### src/rtl/posit_encoder_rnd.sv
// Pipelined posit rounder/encoder: decoded scale/fraction/g-r-s/flags -> N-bit posit word.
// Round-to-nearest-even on the packed bit string, saturating to maxpos/minpos; 3 stages, valid/ready.
module posit_encoder_rnd #(
  parameter int POSIT_WIDTH = 16,
  parameter int POSIT_ES    = 1,
  parameter int SCALE_WIDTH = 8,
  parameter int FRAC_WIDTH  = POSIT_WIDTH - POSIT_ES - 3
) (
  input  logic                          clk,
  input  logic                          rst,
  input  logic                          in_valid,
  output logic                          in_ready,
  input  logic signed [SCALE_WIDTH-1:0] in_scale,
  input  logic [FRAC_WIDTH-1:0]         in_fraction,
  input  logic                          in_guard,
  input  logic                          in_round,
  input  logic                          in_sticky,
  input  logic                          in_sign,
  input  logic                          in_zero,
  input  logic                          in_NaR,
  output logic                          out_valid,
  input  logic                          out_ready,
  output logic [POSIT_WIDTH-1:0]        out_posit
);
  localparam int N   = POSIT_WIDTH;
  localparam int ES  = POSIT_ES;
  localparam int EW  = (ES > 0) ? ES : 1;
  localparam int TW  = ES + FRAC_WIDTH + 2;   // e, fraction, guard, round
  localparam int FW  = N + TW + 1;
  localparam int RLW = $clog2(N + 1);
  localparam int XW  = SCALE_WIDTH + 2;

  localparam logic signed [XW-1:0] SAT_MAX = XW'((N - 2) << ES);
  localparam logic signed [XW-1:0] SAT_MIN = -SAT_MAX;
  localparam logic signed [XW-1:0] N_X     = XW'(N);

  // ---------------- handshake ----------------
  logic s1_valid_q, s2_valid_q, s3_valid_q;
  logic s1_ready, s2_ready, s3_ready;

  assign s3_ready  = !s3_valid_q || out_ready;
  assign s2_ready  = !s2_valid_q || s3_ready;
  assign s1_ready  = !s1_valid_q || s2_ready;
  assign in_ready  = s1_ready;
  assign out_valid = s3_valid_q;

  // ---------------- stage 1: regime decode ----------------
  logic signed [XW-1:0]          scale_x, k_x, rl_x;
  logic signed [SCALE_WIDTH-1:0] k_d;
  logic [EW-1:0]                 e_d;
  logic [RLW-1:0]                rl_d;
  logic                          sat_hi_d, sat_lo_d;

  generate
    if (ES > 0) begin : g_e_field
      assign e_d = in_scale[EW-1:0];
    end else begin : g_e_none
      assign e_d = '0;
    end
  endgenerate

  always_comb begin
    scale_x  = {{2{in_scale[SCALE_WIDTH-1]}}, in_scale};
    k_d      = in_scale >>> ES;
    k_x      = {{2{k_d[SCALE_WIDTH-1]}}, k_d};
    // Regime length including terminator; anything longer than N is truncated anyway.
    rl_x     = k_d[SCALE_WIDTH-1] ? (XW'(1) - k_x) : (k_x + XW'(2));
    rl_d     = (rl_x > N_X) ? RLW'(N) : rl_x[RLW-1:0];
    sat_hi_d = scale_x > SAT_MAX;
    sat_lo_d = scale_x < SAT_MIN;
  end

  logic                  s1_kneg_q, s1_sat_hi_q, s1_sat_lo_q;
  logic [RLW-1:0]        s1_rl_q;
  logic [EW-1:0]         s1_e_q;
  logic [FRAC_WIDTH-1:0] s1_frac_q;
  logic                  s1_g_q, s1_r_q, s1_s_q, s1_sign_q, s1_zero_q, s1_nar_q;

  always_ff @(posedge clk or posedge rst) begin
    if (rst) begin
      s1_valid_q  <= 1'b0;
      s1_kneg_q   <= 1'b0;
      s1_sat_hi_q <= 1'b0;
      s1_sat_lo_q <= 1'b0;
      s1_rl_q     <= '0;
      s1_e_q      <= '0;
      s1_frac_q   <= '0;
      s1_g_q      <= 1'b0;
      s1_r_q      <= 1'b0;
      s1_s_q      <= 1'b0;
      s1_sign_q   <= 1'b0;
      s1_zero_q   <= 1'b0;
      s1_nar_q    <= 1'b0;
    end else begin
      if (s1_ready) s1_valid_q <= in_valid;
      if (s1_ready && in_valid) begin
        s1_kneg_q   <= k_d[SCALE_WIDTH-1];
        s1_sat_hi_q <= sat_hi_d;
        s1_sat_lo_q <= sat_lo_d;
        s1_rl_q     <= rl_d;
        s1_e_q      <= e_d;
        s1_frac_q   <= in_fraction;
        s1_g_q      <= in_guard;
        s1_r_q      <= in_round;
        s1_s_q      <= in_sticky;
        s1_sign_q   <= in_sign;
        s1_zero_q   <= in_zero;
        s1_nar_q    <= in_NaR;
      end
    end
  end

  // ---------------- stage 2: pack body and extract L/G/S ----------------
  logic [TW-1:0] tail;
  logic [FW-1:0] body_sh, regime_bits, field;
  logic [N-2:0]  kept_d;
  logic          g_d, s_d;

  generate
    if (ES > 0) begin : g_tail_e
      assign tail = {s1_e_q, s1_frac_q, s1_g_q, s1_r_q};
    end else begin : g_tail_noe
      assign tail = {s1_frac_q, s1_g_q, s1_r_q};
    end
  endgenerate

  always_comb begin
    body_sh = {tail, {(N + 1){1'b0}}} >> s1_rl_q;
    // k>=0: rl-1 leading ones then a zero; k<0: rl-1 zeros then a single one.
    if (s1_kneg_q) regime_bits = {1'b1, {(FW - 1){1'b0}}} >> (s1_rl_q - RLW'(1));
    else           regime_bits = ~({FW{1'b1}} >> (s1_rl_q - RLW'(1)));
    field  = body_sh | regime_bits;
    kept_d = field[FW-1 -: N-1];
    g_d    = field[FW-N];
    s_d    = (|field[FW-N-1:0]) | s1_r_q | s1_s_q;
  end

  logic [N-2:0] s2_kept_q;
  logic         s2_g_q, s2_s_q, s2_sat_hi_q, s2_sat_lo_q, s2_sign_q, s2_zero_q, s2_nar_q;

  always_ff @(posedge clk or posedge rst) begin
    if (rst) begin
      s2_valid_q  <= 1'b0;
      s2_kept_q   <= '0;
      s2_g_q      <= 1'b0;
      s2_s_q      <= 1'b0;
      s2_sat_hi_q <= 1'b0;
      s2_sat_lo_q <= 1'b0;
      s2_sign_q   <= 1'b0;
      s2_zero_q   <= 1'b0;
      s2_nar_q    <= 1'b0;
    end else begin
      if (s2_ready) s2_valid_q <= s1_valid_q;
      if (s2_ready && s1_valid_q) begin
        s2_kept_q   <= kept_d;
        s2_g_q      <= g_d;
        s2_s_q      <= s_d;
        s2_sat_hi_q <= s1_sat_hi_q;
        s2_sat_lo_q <= s1_sat_lo_q;
        s2_sign_q   <= s1_sign_q;
        s2_zero_q   <= s1_zero_q;
        s2_nar_q    <= s1_nar_q;
      end
    end
  end

  // ---------------- stage 3: round, saturate, negate ----------------
  logic         inc;
  logic [N-1:0] mag_sum, mag, posit_d;

  always_comb begin
    inc     = s2_g_q & (s2_kept_q[0] | s2_s_q);
    mag_sum = {1'b0, s2_kept_q} + {{(N - 1){1'b0}}, inc};
    // Rounding never produces zero or NaR: clamp to minpos/maxpos instead.
    if (s2_sat_hi_q || mag_sum[N-1])      mag = {1'b0, {(N - 1){1'b1}}};
    else if (s2_sat_lo_q || mag_sum == '0) mag = {{(N - 1){1'b0}}, 1'b1};
    else                                   mag = mag_sum;
    if (s2_nar_q)       posit_d = {1'b1, {(N - 1){1'b0}}};
    else if (s2_zero_q) posit_d = '0;
    else if (s2_sign_q) posit_d = -mag;
    else                posit_d = mag;
  end

  logic [N-1:0] s3_posit_q;

  always_ff @(posedge clk or posedge rst) begin
    if (rst) begin
      s3_valid_q <= 1'b0;
      s3_posit_q <= '0;
    end else begin
      if (s3_ready) s3_valid_q <= s2_valid_q;
      if (s3_ready && s2_valid_q) s3_posit_q <= posit_d;
    end
  end

  assign out_posit = s3_posit_q;

endmodule

### config.mk
export PLATFORM = sky130hd
export DESIGN_NAME = posit_encoder_rnd
export DESIGN_NICKNAME = d
export VERILOG_FILES = /design/src/rtl/posit_encoder_rnd.sv
export SDC_FILE = /design/constraint.sdc
export NUM_CORES = 1
export LEC_CHECK = 0
export ABC_CLOCK_PERIOD_IN_PS = 4000
export CAP_MARGIN = 20
export CORE_MARGIN = 2
export CORE_UTILIZATION = 35
export CTS_BUF_LIST = sky130_fd_sc_hd__clkbuf_4 sky130_fd_sc_hd__clkbuf_8
export DETAILED_ROUTE_END_ITERATION = 10
export PLACE_DENSITY = 0.54
export SETUP_SLACK_MARGIN = 0.02
export SLEW_MARGIN = 20
export SYNTH_ARGS = -nofsm -noshare
export SYNTH_HDL_FRONTEND = slang
export SYNTH_SLANG_ARGS = --single-unit
export TNS_END_PERCENT = 100
### constraint.sdc
create_clock -name clk -period 4 [get_ports clk]
set_input_delay 0.6 -clock clk [delete_from_list [all_inputs] [get_ports clk]]
set_output_delay 0.6 -clock clk [all_outputs]
set_load 0.01 [all_outputs]
# Yosys cells after proc, flatten, opt, wreduce, memory -nomap -nowiden
# Index checks and enable logic that the tools add are counted.
# classes
addsub	5
magnitude_cmp	3
shifts	3
muxes	8
bitwise	6
n_reduce_logical	13
# ops
op	n
2-to-1 mux 16 bit	5
>> shifter 32 x 5 -> 32 bit, first input constant	2
2-to-1 mux 32 bit	1
inverter 32 bit	1
OR 32 bit	1
>> shifter 32 x 5 -> 32 bit	1
adder 15 x 1 -> 16 bit	1
logical NOT 16 bit	1
negation 16 bit	1
OR reduction 16 bit	1
> comparator 10 x 6 -> 1 bit, second input constant	1
2-to-1 mux 10 bit	1
adder 7 x 3 -> 8 bit, second input constant	1
> comparator 8 x 6 -> 1 bit, second input constant	1
less-than comparator 8 x 6 -> 1 bit, second input constant	1
subtractor 2 x 7 -> 8 bit, first input constant	1
logical OR 1 bit	5
2-to-1 mux 5 bit	1
subtractor 5 x 1 -> 5 bit, second input constant	1
logical AND 1 bit	3
logical NOT 1 bit	3
OR 1 bit	3
AND 1 bit	1
# word_totals
regBits	68
input_bits	30
output_inout_bits	18
wordCells	62

# Longest topological paths before layout
# Gate-level depths: netlist of the first run.
# logic_depth
ltp_word	11
ltp_mapped	15
mapped_depth_nobuf	15

# Least setup slack after synthesis of the first run
# Ideal clock, no wire load.
# synth_timing
kind	register to register
startpoint	register s2_kept_q[0]
endpoint	register s3_posit_q[14] (netlist: out_posit[14])
setup_time_ns	0.126
arrival_ns	3.161
required_time_ns	3.874
setup_slack_ns	0.712
path_stages_with_launch	16
n_path_buf	1
period_less_slack_ns	3.288
cell_sequence	dfrtp_1 > o21a_1 > ha_1 > ha_1 > clkbuf_1 > and2_4 > and4_1 > a21oi_1 > o31ai_4 > nor3_1 > ha_1 > o31a_1 > o211ai_1 > o31ai_1 > xor2_1 > o21ai_0
# synth_between
elab_chain_len	11
elab_cells_between_ends	12
classes_between	2 x add/sub; 5 x mux; 2 x bitwise; 3 x reduce/logical
# synth_lines
element	line	rtl
start: declaration	138	logic [N-2:0] s2_kept_q;
start signal: assignment	155	s2_kept_q <= kept_d;
OR 1 bit	172	inc = s2_g_q & (s2_kept_q[0] | s2_s_q);
AND 1 bit	172	
adder 15 x 1 -> 16 bit *	173	mag_sum = {1'b0, s2_kept_q} + {{(N - 1){1'b0}}, inc};
logical NOT 16 bit	176	else if (s2_sat_lo_q || mag_sum == '0) mag = {{(N - 1){1'b0}}, 1'b1};
logical OR 1 bit	176	
2-to-1 mux 16 bit	176	
2-to-1 mux 16 bit *	175	if (s2_sat_hi_q || mag_sum[N-1]) mag = {1'b0, {(N - 1){1'b1}}};
negation 16 bit	180	else if (s2_sign_q) posit_d = -mag;
2-to-1 mux 16 bit *	180	
2-to-1 mux 16 bit *	179	else if (s2_zero_q) posit_d = '0;
2-to-1 mux 16 bit *	178	if (s2_nar_q) posit_d = {1'b1, {(N - 1){1'b0}}};
end signal: assignment	192	if (s3_ready && s2_valid_q) s3_posit_q <= posit_d;
end: declaration	184	logic [N-1:0] s3_posit_q;
# Mark *: on every way between the ends. The rest lies on a longest branch, timed or not.
# A chain may end at the register's enable or synchronous reset.

# Final worst setup path of the first run
# layout_timing
startpoint	register s2_s_q
endpoint	register s3_posit_q[14] (netlist: out_posit[14])
# layout_between
elab_chain_len	11
elab_cells_between_ends	12
classes_between	2 x add/sub; 5 x mux; 2 x bitwise; 3 x reduce/logical
# layout_lines
element	line	rtl
start: declaration	139	logic s2_g_q, s2_s_q, s2_sat_hi_q, s2_sat_lo_q, s2_sign_q, s2_zero_q, s2_nar_q;
start signal: assignment	146	s2_s_q <= 1'b0;
start signal: assignment	157	s2_s_q <= s_d;
OR 1 bit *	172	
AND 1 bit *	172	
adder 15 x 1 -> 16 bit *	173	
logical NOT 16 bit	176	
logical OR 1 bit	176	
2-to-1 mux 16 bit	176	
2-to-1 mux 16 bit *	175	
negation 16 bit	180	
2-to-1 mux 16 bit *	180	
2-to-1 mux 16 bit *	179	
2-to-1 mux 16 bit *	178	
# Marked as above.

==> results of run 1 <==
==> per-stage QoR <==
stage	total power [mW]	worst slack, ps
6_report	3.49	427
5_1_grt	3.76	148
4_1_cts	3.50	215
3_5_place_dp	2.77	222
3_3_place_gp	2.76	430
2_1_floorplan	2.25	712
==> synth_stat cells, types with 7 or more instances <==
library cell	instances	area share, %
nor2_1	54	3.9
a21oi_1	48	4.7
o21ai_0	49	4.8
xor2_1	18	3.1
a31oi_1	13	1.6
nand2b_1	10	1.2
mux2_2	26	5.7
nor3_1	18	1.8
a211oi_1	7	1.0
dfrtp_1	68	33
clkbuf_1	25	1.8
nand2_1	79	5.8
xnor2_1	16	2.7
ha_1	13	3.2
nand3_1	19	1.8
nor2b_1	8	0.97
buf_2	9	0.87
mux2i_1	17	3.3
inv_1	14	1.0
==> critical path, cell delays in order, from the launching register on <==
cell      delay [ps]
dfrtp_1          370
o21a_1           130
ha_1             220
ha_2             300
nand3_1          170
nor2_4           220
a311oi_1         150
o22ai_2          290
o31ai_4          130
nor3_1           260
ha_1             230
o31a_1           220
o211ai_1         150
o31ai_1          300
xor2_1           180
o21ai_0          110
==> area by class of cell <==
class,instances,area (um^2)
clock buffer,10,138
sequential,68,1700
timing repair buffer,59,561
multi-input combinational,495,3220
clock inverter,6,111
inverter,16,60.1
tap,184,230
fill,1491,8400
==> per-layer routing <==
metal	vias to the layer above	part of all wire, %
li1	2304	-
met1	2177	44
met2	120	48
met3	32	3.6
met4	0	4.4
met5	-	0
==> power breakdown <==
group	total [mW]	switching (mW)	internal (mW)
Combinational	1.62	0.904	0.721
Clock	0.708	0.277	0.431
Sequential	1.15	0.280	0.872
==> flip-flops by register name, summed over array words and instances (netlist names), 5 cells and up <==
signal     cells
out_posit     16
s1_rl_q        5
s2_kept_q     15
s1_frac_q     12
==> repair_timing <==
action	in CTS	in global routing
buffers inserted	0	1
setup endpoints to repair	0	3
gates resized for setup	0	1
==> cells by family (layout without fill, tap and decap cells) <==
kind of cell    count (synthesis)  count (layout)  share of synthesized area, %
flops                          68              68                          33.1
compound gates                176             176                          22.2
mux                            44              44                          9.43
xor+xnor                       34              34                          5.79
fa+ha+maj                      13              13                          3.16
buf+inv                        57              91                          4.45
simple gates                  228             228                          21.9
==> worst max path at each step <==
stage                            start            end  depth (start not counted)
after floorplan           s2_kept_q[0]  out_posit[14]                         15
after global placement    s2_kept_q[0]  out_posit[14]                         15
after detailed placement  s2_kept_q[0]  out_posit[14]                         15
after CTS                 s2_kept_q[0]  out_posit[14]                         15
after global routing      s2_kept_q[0]  out_posit[14]                         15
final                           s2_s_q  out_posit[14]                         15
==> results.sh, run 1 <==
export IMPL_hold_path_class="reg -> reg"
export IMPL_grt_max_degree=46
export IMPL_grt_busiest_layer="met2"
export IMPL_cap_viol_max_count=0
export IMPL_rr_worst_depth=15
export IMPL_power_density_mw_per_mm2=579
export IMPL_htree_levels=3
export IMPL_drc_errors=0
export IMPL_critPathKind="reg -> reg"
export IMPL_period_share_pct=89.3
export IMPL_die_w_um=125
export IMPL_fin_area_mm2=0.00602
export IMPL_status="completed"
export IMPL_hold_depth=2
export IMPL_syn_area_per_cell_um2=8.30
export IMPL_r2r_end="out_posit[14]"
export IMPL_cp_start_kind="flip-flop"
export IMPL_final_nets=692
export IMPL_synth_enable_flop_cells=0
export IMPL_dp_cells=821
export IMPL_final_util_pct=41.7
export IMPL_synthArstFlopShare_pct=100
export IMPL_wl_per_cell_um=16.3
export IMPL_drive_gt1_share_pct=11.3
export IMPL_dpl_instance_area_mm2=0.00576
export IMPL_dpl_hpwl_mm=10.5
export IMPL_met3_usage_pct=4.84
export IMPL_crit_fanout=9
export IMPL_core_mm2=0.0144
export IMPL_met1_usage_pct=22.1
export IMPL_rows=44
export IMPL_synth_nets=663
export IMPL_clk_latency_ps=370
export IMPL_holdPathEnd="s2_sign_q"
export IMPL_cts_made_buffers=9
export IMPL_max_slew_margin_pct=37.2
export IMPL_num_vias=4633
export IMPL_final_cell_mix="nand2_1 (79), dfrtp_1 (68), nor2_1 (54)"
export IMPL_yosysUniqueCellTypes=74
export IMPL_grt_use_met2_pct=29.9
export IMPL_final_common_cell="nand2_1"
export IMPL_grt_pass1_vias=4557
export IMPL_rrSetupSlack_ps=430
export IMPL_required_ps=4220
export IMPL_place_gp_congestion=0.937
export IMPL_antenna_found_initial=0
export IMPL_final_setup_tns_ps=0
export IMPL_vias_per_cell=5.53
export IMPL_period_minus_slack_ps=3570
export IMPL_synthCells=620
export IMPL_clk_pin_slew_worst_paths_ps=80
export IMPL_cts_root_buf="clkbuf_8"
export IMPL_netlist_area_mm2=0.00515
export IMPL_hold_path_startpoint="s1_sign_q"
export IMPL_cts_num_sinks=68
export IMPL_tightest_slew_ps=940
export IMPL_grt_pass1_wl_mm=23.4
export IMPL_reg2reg_from="s2_s_q"
export IMPL_overflow=0
export IMPL_n_antenna_cell=0
export IMPL_setup_viol=0
export IMPL_rsz0062_at_grt="no"
export IMPL_cts_tree="done"
export IMPL_track_usage_pct=18.2
export IMPL_skew_ps=9.91
export IMPL_routed_wl_mm=13.7
export IMPL_cts_hold_buf=0
export IMPL_max_freq_ghz=0.280
export IMPL_cp_arrival_ps=3790
export IMPL_worstSetupEndpointType="flip-flop"
export IMPL_synthFlopType="dfrtp_1"
export IMPL_area_growth_pct=17.0
export IMPL_firstDrtPassIters=4
export IMPL_peakVddDrop_mv=0.244
export IMPL_initial_utilization_pct=35.7
export IMPL_cts_buffer_depth=2
export IMPL_die_area_mm2=0.0157
export IMPL_yosysSeqAreaShare_pct=33.1
export IMPL_hold_ws_ps=478
export IMPL_p_leak_nw=2.34
export IMPL_slew_violations=0
export IMPL_pin_count=48
export IMPL_yosysWarnings=0
export IMPL_portBuffers=47
export IMPL_hold_viol_final=0
export IMPL_antenna_left=0
export IMPL_stdcell_count=838
export IMPL_die_h_um=125
export IMPL_synth_seq_cells=68
export IMPL_drtIter0Drc=319
No activity file was read; power rests on OpenSTA's default activity.
==> run 2: changes to the inputs <==
--- a/config.mk
+++ b/config.mk
@@ -5,7 +5,7 @@
 export SDC_FILE = /design/constraint.sdc
 export NUM_CORES = 1
 export LEC_CHECK = 0
-export ABC_CLOCK_PERIOD_IN_PS = 4000
+export ABC_CLOCK_PERIOD_IN_PS = 4100
 export CAP_MARGIN = 20
 export CORE_MARGIN = 2
 export CORE_UTILIZATION = 35
==> constraint.sdc (replaced) <==
create_clock -name clk -period 4.1 [get_ports clk]
set_input_delay 0.615 -clock clk [delete_from_list [all_inputs] [get_ports clk]]
set_output_delay 0.615 -clock clk [all_outputs]
set_load 0.01 [all_outputs]
==> results.sh, run 2 (synthesis results as in run 1) <==
export IMPL_die_w_um=125
export IMPL_core_mm2=0.0144
export IMPL_cts_buffer_depth=2
export IMPL_fin_area_mm2=0.00598
export IMPL_final_common_cell="nand2_1"
export IMPL_rows=44
export IMPL_period_minus_slack_ps=3520
export IMPL_track_usage_pct=18.8
export IMPL_htree_levels=3
export IMPL_met3_length_um=517
export IMPL_grt_pass1_vias=4672
export IMPL_firstDrtPassIters=5
export IMPL_grt_pass1_wl_mm=24.0
export IMPL_n_antenna_cell=0
export IMPL_power_density_mw_per_mm2=553
export IMPL_cap_viol_max_count=0
export IMPL_hold_path_class="reg -> reg"
export IMPL_tightest_slew_ps=958
export IMPL_max_freq_ghz=0.284
export IMPL_num_vias=4658
export IMPL_grt_max_degree=43
export IMPL_drive_gt1_share_pct=11.3
export IMPL_cts_root_buf="clkbuf_8"
export IMPL_drtIter0Drc=299
export IMPL_final_cell_mix="nand2_1 (79), dfrtp_1 (68), nor2_1 (54)"
export IMPL_largest_register_ffs=16
export IMPL_portBuffers=47
export IMPL_final_util_pct=41.4
export IMPL_dpl_hpwl_mm=10.7
export IMPL_die_area_mm2=0.0157
export IMPL_max_slew_margin_pct=36.0
export IMPL_cts_made_buffers=9
export IMPL_routed_wl_mm=14.2
export IMPL_place_gp_congestion=0.932
export IMPL_overflow=0
export IMPL_rsz0062_at_grt="no"
export IMPL_antenna_left=0
export IMPL_skew_ps=10.5
export IMPL_crit_fanout=13
export IMPL_critPathKind="reg -> reg"
export IMPL_pin_count=48
export IMPL_area_growth_pct=16.1
export IMPL_highest_layer="met4"
export IMPL_clk_latency_ps=380
export IMPL_fin_ws_ps=585
export IMPL_p_leak_nw=2.32
export IMPL_final_nets=691
export IMPL_peakVddDrop_mv=0.189
export IMPL_wl_met1_mm=6.20
export IMPL_period_share_pct=85.7
export IMPL_finalPower_mw=3.31
export IMPL_cts_num_sinks=68
export IMPL_cp_arrival_ps=3770
export IMPL_vias_per_cell=5.57
export IMPL_wl_per_cell_um=16.9
export IMPL_worstSetupEndpointType="flip-flop"
export IMPL_status="completed"
export IMPL_drc_errors=0
export IMPL_hold_viol_final=0
export IMPL_setup_viol=0
export IMPL_slew_violations=0
export IMPL_met2WireLength_mm=6.96
export IMPL_initial_utilization_pct=35.7
export IMPL_pre_cts_slack_ps=268
export IMPL_final_setup_tns_ps=0
export IMPL_die_h_um=125
export IMPL_required_ps=4360
export IMPL_cp_start_kind="flip-flop"
export IMPL_clk_pin_slew_worst_paths_ps=80
export IMPL_antenna_found_initial=0
export IMPL_dpl_instance_area_mm2=0.00575
export IMPL_cts_tree="done"
[run 2: per-stage QoR]
stage / instances / hold slack, ps
3_3_place_gp: 820 / 459
6_report: 837 / 483
5_1_grt: 837 / 514
3_5_place_dp: 820 / 467
4_1_cts: 836 / 489
2_1_floorplan: 620 / 433
[run 2: area by class of cell]
type / instances / area [um^2]
clock buffers: 9 / 124
clock inverters: 7 / 83.8
fillers: 1453 / 8450
inverters: 16 / 60.1
multi-input cells: 495 / 3220
flip-flops and latches: 68 / 1700
well taps: 184 / 230
repair buffers: 58 / 553
[run 2: worst paths after layout]
path | start | end | slack (ps) | depth (start not counted)
max | s2_kept_q[0] | out_posit[14] | 580 | 15
min | out_posit[14] | out_posit[14] | 480 | 2
max reg2reg | s2_kept_q[0] | out_posit[14] | 580 | 15
min reg2reg | out_posit[14] | out_posit[14] | 480 | 2
max in group asynchronous | rst | out_posit[3] | 2510 | 3
min in group asynchronous | rst | s1_frac_q[8] | 620 | 2
[run 2: critical path, stage by stage (launching register included)]
cell and delay (ps):
dfrtp_1 390, o21a_1 130, ha_1 210, ha_2 350
nand3_1 190, nor2_4 210, a311oi_1 150, o22ai_2 280
o31ai_4 130, nor3_1 260, ha_1 230, o31a_1 190
o211ai_1 140, o31ai_1 310, xor2_1 160, o21ai_0 80
[run 2: report_power, final]
part | switching, mW | leakage (nW) | internal, mW
combinational | 0.869 | 1.40 | 0.701
sequential | 0.291 | 0.812 | 0.850
clock | 0.304 | 0.102 | 0.291
[run 2: layer usage]
metal | up-vias | GRT usage [%]
met5 | - | 0
met4 | 0 | 7.71
met3 | 33 | 4.54
met2 | 120 | 32.6
met1 | 2214 | 22.3
li1 | 2291 | -
[run 2: repair_timing]
item                       in CTS  in global routing
setup endpoints to repair       0                  3
gates resized for setup         0                  2
hold buffers                    0                  0
buffers inserted                0                  1
==> run 3: changes to the inputs <==
--- a/config.mk
+++ b/config.mk
@@ -7,11 +7,13 @@
 export LEC_CHECK = 0
 export ABC_CLOCK_PERIOD_IN_PS = 4100
 export CAP_MARGIN = 20
+export CELL_PAD_IN_SITES_DETAIL_PLACEMENT = 1
+export CELL_PAD_IN_SITES_GLOBAL_PLACEMENT = 1
 export CORE_MARGIN = 2
 export CORE_UTILIZATION = 35
 export CTS_BUF_LIST = sky130_fd_sc_hd__clkbuf_4 sky130_fd_sc_hd__clkbuf_8
 export DETAILED_ROUTE_END_ITERATION = 10
-export PLACE_DENSITY = 0.54
+export PLACE_DENSITY = 0.68
 export SETUP_SLACK_MARGIN = 0.02
 export SLEW_MARGIN = 20
 export SYNTH_ARGS = -nofsm -noshare
==> results.sh, run 3 (synthesis results as in run 1) <==
export IMPL_final_setup_tns_ps=0
export IMPL_clk_latency_ps=380
export IMPL_hold_depth=2
export IMPL_n_antenna_cell=0
export IMPL_track_usage_pct=20.1
export IMPL_cts_setup_buffers=0
export IMPL_num_vias=4778
export IMPL_largest_register_ffs=16
export IMPL_period_minus_slack_ps=3710
export IMPL_hold_viol_final=0
export IMPL_portBuffers=47
export IMPL_status="completed"
export IMPL_drive_gt1_share_pct=11.7
export IMPL_overflow=0
export IMPL_drc_errors=0
export IMPL_cp_start_kind="flip-flop"
export IMPL_tightest_slew_ps=961
export IMPL_vias_per_cell=5.69
export IMPL_pin_count=48
export IMPL_grt_pass1_wl_mm=25.5
export IMPL_cp_arrival_ps=3950
export IMPL_grt_pass1_vias=4957
export IMPL_final_common_cell="nand2_1"
export IMPL_firstDrtPassIters=4
export IMPL_crit_fanout=13
export IMPL_dpl_hpwl_mm=11.5
export IMPL_final_nets=694
export IMPL_period_share_pct=90.6
export IMPL_place_gp_congestion=0.919
export IMPL_antenna_found_initial=0
export IMPL_grt_max_degree=50
export IMPL_critPathKind="reg -> reg"
export IMPL_rr_worst_depth=15
export IMPL_dp_cells=824
export IMPL_hold_path_class="reg -> reg"
export IMPL_die_h_um=125
export IMPL_skew_ps=16.2
export IMPL_final_cell_mix="nand2_1 (79), dfrtp_1 (68), nor2_1 (54)"
export IMPL_cap_viol_max_count=0
export IMPL_htree_levels=3
export IMPL_cts_tree="done"
export IMPL_power_density_mw_per_mm2=559
export IMPL_drtIter0Drc=282
export IMPL_required_ps=4340
export IMPL_setup_viol=0
export IMPL_antenna_left=0
export IMPL_core_mm2=0.0144
export IMPL_die_area_mm2=0.0157
export IMPL_cts_made_buffers=9
export IMPL_peakVddDrop_mv=0.214
export IMPL_max_slew_margin_pct=35.8
export IMPL_initial_utilization_pct=35.7
export IMPL_worstSetupEndpointType="flip-flop"
export IMPL_p_leak_nw=2.33
export IMPL_rsz0062_at_grt="no"
export IMPL_routed_wl_mm=15.1
export IMPL_area_growth_pct=16.6
export IMPL_clk_pin_slew_worst_paths_ps=100
export IMPL_cts_buffer_depth=2
export IMPL_wl_per_cell_um=18.0
export IMPL_cts_root_buf="clkbuf_8"
export IMPL_cts_hold_buf=0
export IMPL_max_freq_ghz=0.269
export IMPL_n_fill_cell=1724
export IMPL_die_w_um=125
export IMPL_rows=44
export IMPL_cts_num_sinks=68
export IMPL_slew_violations=0
export IMPL_stdcell_count=840
[run 3: power by group]
group | internal (mW) | switching, mW
Sequential | 0.850 | 0.297
Combinational | 0.720 | 0.895
Clock | 0.285 | 0.309
Total | 1.86 | 1.50
[run 3: metal layers]
metal	vias to the layer above	track usage (%)	part of all wire, %	wire [um]
met5	-	0	0	0
met4	0	6.67	1.6	239
met3	18	3.04	2.9	444
met2	72	33.4	49	7340
met1	2385	26.8	47	7110
li1	2303	-	-	-
[run 3: metrics by stage]
step / cell area, um^2 / setup slack [ps] / utilization, % / hold WS, ps / power (mW)
6_report: 6000 / 387 / 41.6 / 476 / 3.36
5_1_grt: 6000 / 64.4 / 41.6 / 529 / 3.63
4_1_cts: 5980 / 97.9 / 41.5 / 481 / 3.36
3_5_place_dp: 5780 / 184 / 40.1 / 459 / 2.75
3_3_place_gp: 5780 / 386 / 40.1 / 454 / 2.70
2_1_floorplan: 5150 / 812 / - / 433 / 2.20
[run 3: area by class of cell]
type / instances / area (um^2) / share of cell area, %
clock buffers: 9 / 124 / 2.06
clock inverters: 7 / 76.3 / 1.27
inverters: 16 / 60.1 / 1.00
multi-input cells: 495 / 3230 / 53.9
flip-flops and latches: 68 / 1700 / 28.4
well taps: 184 / 230 / 3.84
repair buffers: 61 / 576 / 9.59
[run 3: final timing paths]
path	to	slack (ps)	startpoint
worst min-delay path	s2_nar_q	480	s1_nar_q
min in group asynchronous	out_posit[3]	550	rst
max in group asynchronous	s1_frac_q[11]	2550	rst
worst max-delay path	out_posit[12]	390	s2_kept_q[0]
worst max register to register	out_posit[12]	390	s2_kept_q[0]
worst min register to register	s2_nar_q	480	s1_nar_q
[run 3: worst max-delay path: stages (launching register included)]
cell and delay (ps):
dfrtp_1 390, o21a_1 120, ha_1 270, ha_4 260, nand3_1 160, nor2_4 240, a311oi_1 180, o22ai_2 300
o31ai_4 140, nor3_2 220, ha_1 200, o31a_1 280, o211ai_1 200, o31ai_1 350, xnor2_1 160, o21ai_0 100
[run 3: repair_timing]
| action | in CTS | in global routing |
|---|---|---|
| endpoints found under the hold margin | 0 | 0 |
| resized for setup | 0 | 3 |
| setup endpoints to repair | 0 | 3 |
